`src/rtl/micro_alpha_veryl_alu_multicycle_pkg.sv`:
```
`default_nettype none
// ============================================================================
// Module   : micro_alpha_veryl_package_alu_multicycle
// Brief    : Operation and FSM state encodings for the multicycle ALU.
// Revision : 1.0 - initial release
// ============================================================================
package micro_alpha_veryl_package_alu_multicycle;

    typedef enum logic [3:0] {
        OP_NOP = 4'd0,
        OP_ADD = 4'd1,
        OP_SUB = 4'd2,
        OP_AND = 4'd3,
        OP_OR  = 4'd4,
        OP_XOR = 4'd5,
        OP_SHL = 4'd6,
        OP_SHR = 4'd7,
        OP_MUL = 4'd8
    } alu_mc_operation_t;

    typedef enum logic [1:0] {
        ST_IDLE = 2'd0,
        ST_BUSY = 2'd1,
        ST_DONE = 2'd2
    } alu_mc_state_t;

endpackage
`default_nettype wire

```
`src/rtl/micro_alpha_veryl_alu_mc_datapath.sv`:
```
`default_nettype none
// ============================================================================
// Module   : micro_alpha_veryl_alu_mc_datapath
// Brief    : Single-cycle combinational operations of the multicycle ALU.
// Revision : 1.0 - initial release
// ============================================================================
module micro_alpha_veryl_alu_mc_datapath
    import micro_alpha_veryl_package_alu_multicycle::*;
#(
    parameter int WIDTH = 16
) (
    input  logic [3:0]       operation,
    input  logic [WIDTH-1:0] left,
    input  logic [WIDTH-1:0] right,
    input  logic             cin,
    output logic [WIDTH-1:0] result,
    output logic             cout
);

    logic [WIDTH:0] w_sum;
    logic [WIDTH:0] w_diff;

    always_comb begin
        result = '1;
        cout   = 1'b0;
        w_sum  = '0;
        w_diff = '0;
        case (operation)
            OP_ADD: begin
                w_sum  = {1'b0, left} + {1'b0, right} + (WIDTH+1)'(cin);
                result = w_sum[WIDTH-1:0];
                cout   = w_sum[WIDTH];
            end
            OP_SUB: begin
                // Bit WIDTH of the extended difference is set exactly when it went negative
                w_diff = {1'b0, left} - {1'b0, right} - (WIDTH+1)'(cin);
                result = w_diff[WIDTH-1:0];
                cout   = w_diff[WIDTH];
            end
            OP_AND: result = left & right;
            OP_OR:  result = left | right;
            OP_XOR: result = left ^ right;
            // Zero-amount shifts complete here and simply pass the operand through
            OP_SHL, OP_SHR: result = left;
            default: ;
        endcase
    end

endmodule
`default_nettype wire

```
`src/rtl/micro_alpha_veryl_alu_multicycle.sv`:
```
`default_nettype none
// ============================================================================
// Module   : micro_alpha_veryl_alu_multicycle
// Brief    : Valid/ready ALU with iterative shifts and shift-add multiply.
// Revision : 1.0 - initial release
// ============================================================================
module micro_alpha_veryl_alu_multicycle
    import micro_alpha_veryl_package_alu_multicycle::*;
#(
    parameter int WIDTH = 16
) (
    input  logic             clk,
    input  logic             rst,
    input  logic             in_valid,
    output logic             in_ready,
    input  logic [3:0]       operation,
    input  logic [WIDTH-1:0] left,
    input  logic [WIDTH-1:0] right,
    input  logic             cin,
    output logic             out_valid,
    input  logic             out_ready,
    output logic [WIDTH-1:0] result,
    output logic             cout
);

    localparam int C_AMT_W = $clog2(WIDTH);
    localparam int C_CNT_W = C_AMT_W + 1;

    alu_mc_state_t      r_state;
    alu_mc_state_t      w_state_next;
    logic [C_CNT_W-1:0] r_cnt;
    logic               r_is_mul;
    logic               r_is_shl;
    logic [WIDTH-1:0]   r_hi;
    logic [WIDTH-1:0]   r_lo;
    logic [WIDTH-1:0]   r_mcand;
    logic [WIDTH-1:0]   r_result;
    logic               r_cout;

    logic [C_AMT_W-1:0] w_amt;
    logic               w_is_mul;
    logic               w_is_shift;
    logic               w_goes_busy;
    logic               w_last;
    logic [WIDTH-1:0]   w_dp_result;
    logic               w_dp_cout;
    logic [WIDTH:0]     w_sum;
    logic [WIDTH-1:0]   w_mul_hi;
    logic [WIDTH-1:0]   w_mul_lo;
    logic [WIDTH-1:0]   w_sh_lo;
    logic               w_sh_out;

    micro_alpha_veryl_alu_mc_datapath #(
        .WIDTH (WIDTH)
    ) u_datapath (
        .operation (operation),
        .left      (left),
        .right     (right),
        .cin       (cin),
        .result    (w_dp_result),
        .cout      (w_dp_cout)
    );

    assign w_amt       = right[C_AMT_W-1:0];
    assign w_is_mul    = (operation == OP_MUL);
    assign w_is_shift  = (operation == OP_SHL) || (operation == OP_SHR);
    assign w_goes_busy = w_is_mul || (w_is_shift && (w_amt != '0));
    assign w_last      = (r_cnt == C_CNT_W'(1));

    // Multiply step: {hi,lo} holds partial product over the remaining multiplier bits
    assign w_sum    = {1'b0, r_hi} + (r_lo[0] ? {1'b0, r_mcand} : '0);
    assign w_mul_hi = w_sum[WIDTH:1];
    assign w_mul_lo = {w_sum[0], r_lo[WIDTH-1:1]};

    assign w_sh_lo  = r_is_shl ? {r_lo[WIDTH-2:0], 1'b0} : {1'b0, r_lo[WIDTH-1:1]};
    assign w_sh_out = r_is_shl ? r_lo[WIDTH-1] : r_lo[0];

    assign in_ready  = (r_state == ST_IDLE);
    assign out_valid = (r_state == ST_DONE);
    assign result    = r_result;
    assign cout      = r_cout;

    always_ff @(posedge clk) begin
        if (rst) begin
            r_state <= ST_IDLE;
        end else begin
            r_state <= w_state_next;
        end
    end

    always_comb begin
        w_state_next = r_state;
        case (r_state)
            ST_IDLE: if (in_valid) w_state_next = w_goes_busy ? ST_BUSY : ST_DONE;
            ST_BUSY: if (w_last)   w_state_next = ST_DONE;
            ST_DONE: if (out_ready) w_state_next = ST_IDLE;
            default: w_state_next = ST_IDLE;
        endcase
    end

    always_ff @(posedge clk) begin
        if (rst) begin
            r_cnt    <= '0;
            r_is_mul <= 1'b0;
            r_is_shl <= 1'b0;
            r_hi     <= '0;
            r_lo     <= '0;
            r_mcand  <= '0;
            r_result <= '0;
            r_cout   <= 1'b0;
        end else begin
            case (r_state)
                ST_IDLE: begin
                    if (in_valid) begin
                        r_is_mul <= w_is_mul;
                        r_is_shl <= (operation == OP_SHL);
                        r_hi     <= '0;
                        r_mcand  <= left;
                        if (w_is_mul) begin
                            r_lo  <= right;
                            r_cnt <= C_CNT_W'(WIDTH);
                        end else begin
                            r_lo  <= left;
                            r_cnt <= {1'b0, w_amt};
                        end
                        if (!w_goes_busy) begin
                            r_result <= w_dp_result;
                            r_cout   <= w_dp_cout;
                        end
                    end
                end
                ST_BUSY: begin
                    r_cnt <= r_cnt - C_CNT_W'(1);
                    if (r_is_mul) begin
                        r_hi <= w_mul_hi;
                        r_lo <= w_mul_lo;
                        if (w_last) begin
                            r_result <= w_mul_lo;
                            r_cout   <= |w_mul_hi;
                        end
                    end else begin
                        r_lo <= w_sh_lo;
                        if (w_last) begin
                            r_result <= w_sh_lo;
                            r_cout   <= w_sh_out;
                        end
                    end
                end
                default: ;
            endcase
        end
    end

endmodule
`default_nettype wire
```
`config.mk`:
```
export PLATFORM = sky130hd
export DESIGN_NAME = micro_alpha_veryl_alu_multicycle
export DESIGN_NICKNAME = d
export VERILOG_FILES = /design/src/rtl/micro_alpha_veryl_alu_multicycle_pkg.sv /design/src/rtl/micro_alpha_veryl_alu_mc_datapath.sv /design/src/rtl/micro_alpha_veryl_alu_multicycle.sv
export SDC_FILE = /design/constraint.sdc
export NUM_CORES = 1
export LEC_CHECK = 0
export CORE_UTILIZATION = 50
export CTS_BUF_LIST = sky130_fd_sc_hd__clkbuf_2 sky130_fd_sc_hd__clkbuf_4 sky130_fd_sc_hd__clkbuf_8
export DETAILED_ROUTE_END_ITERATION = 10
export MAX_ROUTING_LAYER = met4
export PLACE_DENSITY = 0.79
export REMOVE_ABC_BUFFERS = 1
export SLEW_MARGIN = 20
export SYNTH_ARGS = -nofsm -noshare
export SYNTH_HDL_FRONTEND = slang
export SYNTH_HIERARCHICAL = 1
export SYNTH_SLANG_ARGS = --single-unit
```
`constraint.sdc`:
```
create_clock -name clk -period 3.8 [get_ports clk]
set_input_delay 1.14 -clock clk [delete_from_list [all_inputs] [get_ports clk]]
set_output_delay 1.14 -clock clk [all_outputs]
set_load 0.01 [all_outputs]
```
==> reports/results.tsv <==
stage	metric	value	unit
setup_path	crit start category	input port	
timing	Slew headroom	33.0	%
timing	fmax	264	MHz
pwr	total power	2.53	mW
logic_synthesis	Post-Syn Area	7230	µm²
clocking	Max Buffers Root-to-Sink	2	
timing	RSZ-0062 raised after global routing	yes	
routing	drt initial violations	700	
logic_synthesis	Distinct cells, synth	81	
setup_path	crit-path most repeated cell	nor4_2	
worst_hold_path	hold_sp	r_mcand[10]	
setup_path	slowest stage delay, CP	0.26	ns
logic_synthesis	Yosys top cell area share	20.5	%
pwr	VDD IR max	0.144	mV
place	# port buffers	59	
run_status	status	finished clean	
setup_path	CP bufs+invs	3	
worst_hold_path	Min-Delay Path Depth	2	
global_route	total track usage	32.4	%
global_route	global-route wire length before repair	37.3	mm
timing	worst-margin pin slew	1.01	ns
pwr	Comb power frac	44.6	%
die	die area	14900	µm²
die	die width	122	µm
setup_path	R2R Setup Slk	0.82	ns
routing	Post-DRT Antenna Nets	0	
setup_path	Slowest cell on crit path	dlygate4sd2_1	
die	DIE HEIGHT	122	µm
clocking	CTS Buf Count	9	
pwr	switching share of power	35.4	%
clocking	Clock Tree Root	clkbuf_8	
final_layout	ANT cells	0	
setup_path	crit path kind	input port to flip-flop	
worst_hold_path	Hold Path Class	flip-flop to flip-flop	
timing	Period minus WS final	3.78	ns
final_layout	area grow syn2layout	30.4	%
logic_synthesis	Syn Area/Cell	7.43	µm²
setup_path	RR Startpoint	r_lo[0]	
logic_synthesis	dominant cells by area after synthesis	dfxtp_1 (20%), ha_1 (14%), a21oi_1 (8.4%)	
pwr	total internal power	1.64	mW
logic_synthesis	number of flops mapped to enable cells by yosys	0	
clocking	clock transition at the registers of the reported paths	0.07	ns
setup_path	cell chain of the critical path	dlygate4sd2_1 > buf_6 > ha_2 > inv_2 > ha_4 > and2_4 > nor2b_1 > a211oi_2 > o221ai_2 > a31oi_2 > xnor2_1 > o22ai_2 > nand2_2 > nand4b_1 > nor4_2 > o2111ai_1 > nor4_2 > a31oi_1	
place	DP HPWL	17.4	mm
logic_synthesis	Synthesis Warnings	6	
global_route	pin count of the biggest net entering global routing	50	
setup_path	Arr. time, crit path	4.00	ns
final_layout	share of layout cells above drive strength 1	23.1	%
routing	routed len/inst	17.8	µm
setup_path	critical path capture point type	flip-flop	
global_route	antenna violations before repair	0	
logic_synthesis	Synth Flop Type	dfxtp_1	
clocking	H-tree level count	3	
timing	final setup fails	0	
timing	Final Hold Viols	0	
routing	drt pass-1 iters	5	
timing	max-slew violation count	0	
logic_synthesis	async set-reset flop share out of synthesis	0	%
final_layout	Finished Core Util	67.4	%
timing	WHS	0.452	ns
die	core area	14000	µm²
timing	fin worst setup slack	0.0187	ns
pwr	Clk pwr share	21.3	%
global_route	vias in the first global route	7445	
global_route	grt ovf	0	
clocking	worst skew pair latency	0.35	ns
place	final RePlAce weighted congestion	0.963	
setup_path	Crit. Startpoint	right[8]	
place	Placement Setup Slack	-1.03	ns
clocking	Hold-fix buffers, CTS	0	
setup_path	r2r endpoint	cout	
routing	final WL	23.3	mm
logic_synthesis	Post-Synthesis Cells	973	
run	number of max-cap violations	0	
pwr	Power per Cell Area	269	nW/µm²
timing	Tcrit/Tclk final	99.5	%
routing	final routed DRC violation total	0	
logic_synthesis	area leader, netlist	dfxtp_1	
die	I/O Pins	60	
clocking	CTS Sinks	74	
routing	Via density	6.04	
final_layout	Nets	1255	
die	num rows	43	
die	Initial Util	51.7	%
setup_path	largest fanout on the critical path	2	
setup_path	Req. time, crit path	4.02	ns
pwr	sequential share of power	34.1	%
setup_path	CP top delay family	compound AO/OA/AOI/OAI gates	
pwr	Psw	895	µW
setup_path	FF-to-FF path depth	10	
clocking	TritonCTS clock tree	done	
logic_synthesis	Seq/Total Area, Yosys	20.5	%
worst_hold_path	worst hold path endpoint	r_mcand[10]	
timing	Clock Skews	0.00637	ns
logic_synthesis	#FFs+latches synth	74	
pwr	leakage power	4.12	nW
routing	vias post-DR	7918	
==> power groups by stage <==
stage	registers (mW)	clock network (mW)	logic, mW
final	0.863	0.541	1.13
after detailed placement	0.878	0	1.02
after global routing	0.868	0.581	1.22
after global placement	0.878	0	1.00
after floorplan	0.879	0	0.544
after CTS	0.861	0.547	1.08
==> per-stage QoR <==
| step | setup TNS, ns | instance area [µm²] | instances |
|---|---|---|---|
| 2_1_floorplan | -45.98 | 6980 | 914 |
| 3_3_place_gp | -6.84 | 8850 | 1288 |
| 3_5_place_dp | -7.38 | 8850 | 1288 |
| 4_1_cts | 0 | 9330 | 1308 |
| 5_1_grt | -0.183 | 9430 | 1311 |
| 6_report | 0 | 9430 | 1311 |
==> worst max path at each step <==
stage	end	slack (ns)	depth (start not counted)
after floorplan	cout	-1.66	7
after global placement	cout	-0.93	17
after detailed placement	cout	-1.03	17
after CTS	cout	0.0001	15
after global routing	cout	-0.18	18
final	cout	0.02	18
==> worst reg2reg max path: cells and delay by family, from the launching register on <==
| family | cells | cell delay (ns) |
|---|---|---|
| flip-flops | 1 | 0.31 |
| buffers and inverters | 1 | 0.18 |
| AO/OA/AOI/OAI | 6 | 1.56 |
| adder cells (fa/ha/maj) | 1 | 0.35 |
| AND/OR/NAND/NOR | 2 | 0.47 |
==> synth_stat cells (4+ instances only) <==
master	instances
a211o_1	4
ha_1	80
buf_2	14
nand3_1	7
clkbuf_1	40
dfxtp_1	74
o2111ai_1	4
fa_1	5
nor2_1	113
o21a_1	6
o221ai_1	4
o21bai_1	4
and2_1	24
a22oi_1	12
mux2i_1	32
or3_1	5
o211ai_1	6
xnor2_1	18
and3_1	7
nor4_1	4
a311oi_1	4
a31oi_1	12
o21ai_1	8
nand2b_1	7
a211oi_1	35
a21oi_1	122
nor3_1	14
o22ai_1	4
o21ai_0	45
nand4_1	4
a21o_1	9
nand2_1	84
xor2_1	14
inv_1	60
a221oi_1	10
==> cells in the final DEF (no fill, tap or decap), types with 5 or more instances in the layout <==
cell type	count
dfxtp_1	74
o21ai_1	10
and3_1	7
o211ai_1	6
xnor2_1	18
inv_2	20
a221oi_1	10
ha_1	58
nand2b_1	7
nand2_1	83
inv_1	40
a21oi_1	117
a21o_1	9
buf_4	136
buf_6	8
xor2_1	14
a211oi_1	34
o21a_1	5
nor2_1	109
or3_1	5
ha_4	18
clkbuf_8	11
nand3_1	7
a22oi_1	12
dlymetal6s2s_1	5
o21ai_0	40
mux2i_1	32
clkdlybuf4s50_1	30
and2_1	23
clkbuf_2	7
dlygate4sd2_1	12
nor3_1	14
a31oi_1	11
o21ai_2	6
==> layer usage <==
metal	GRT usage [%]	vias up	wire length, µm
li1	-	3807	-
met4	11.7	0	643
met3	3.25	51	1350
met5	-	-	0
met2	51.1	306	10900
met1	43.0	3754	10500
==> final cells by class <==
class	count	area, µm²
timing repair buffer	204	1700
sequential	74	1480
tap	180	225
inverter	60	225
clock buffer	13	166
multi-input combinational	780	5620
fill	1177	4560
==> state kept, by name, summed over array words and instances (netlist names) <==
signal	count
cout	1
r_cnt	5
r_hi	16
r_is_mul	1
r_is_shl	1
r_lo	16
r_mcand	16
r_state	2
result	16
==> cell families after synthesis <==
group	Yosys count	synth area share, %
simple gates	297	19.1
flops	74	20.5
compound gates	333	30.2
mux	33	4.59
xor+xnor	32	3.88
buf+inv	119	6.54
fa+ha+maj	85	15.2
==> repair_timing <==
| item | CTS | global route |
|---|---|---|
| pin swaps | 32 | 21 |
| endpoints found under the setup margin | 11 | 6 |
| resized for setup | 90 | 47 |
| setup buffers | 7 | 3 |
Note: power is estimated with default switching activity, not from simulation.
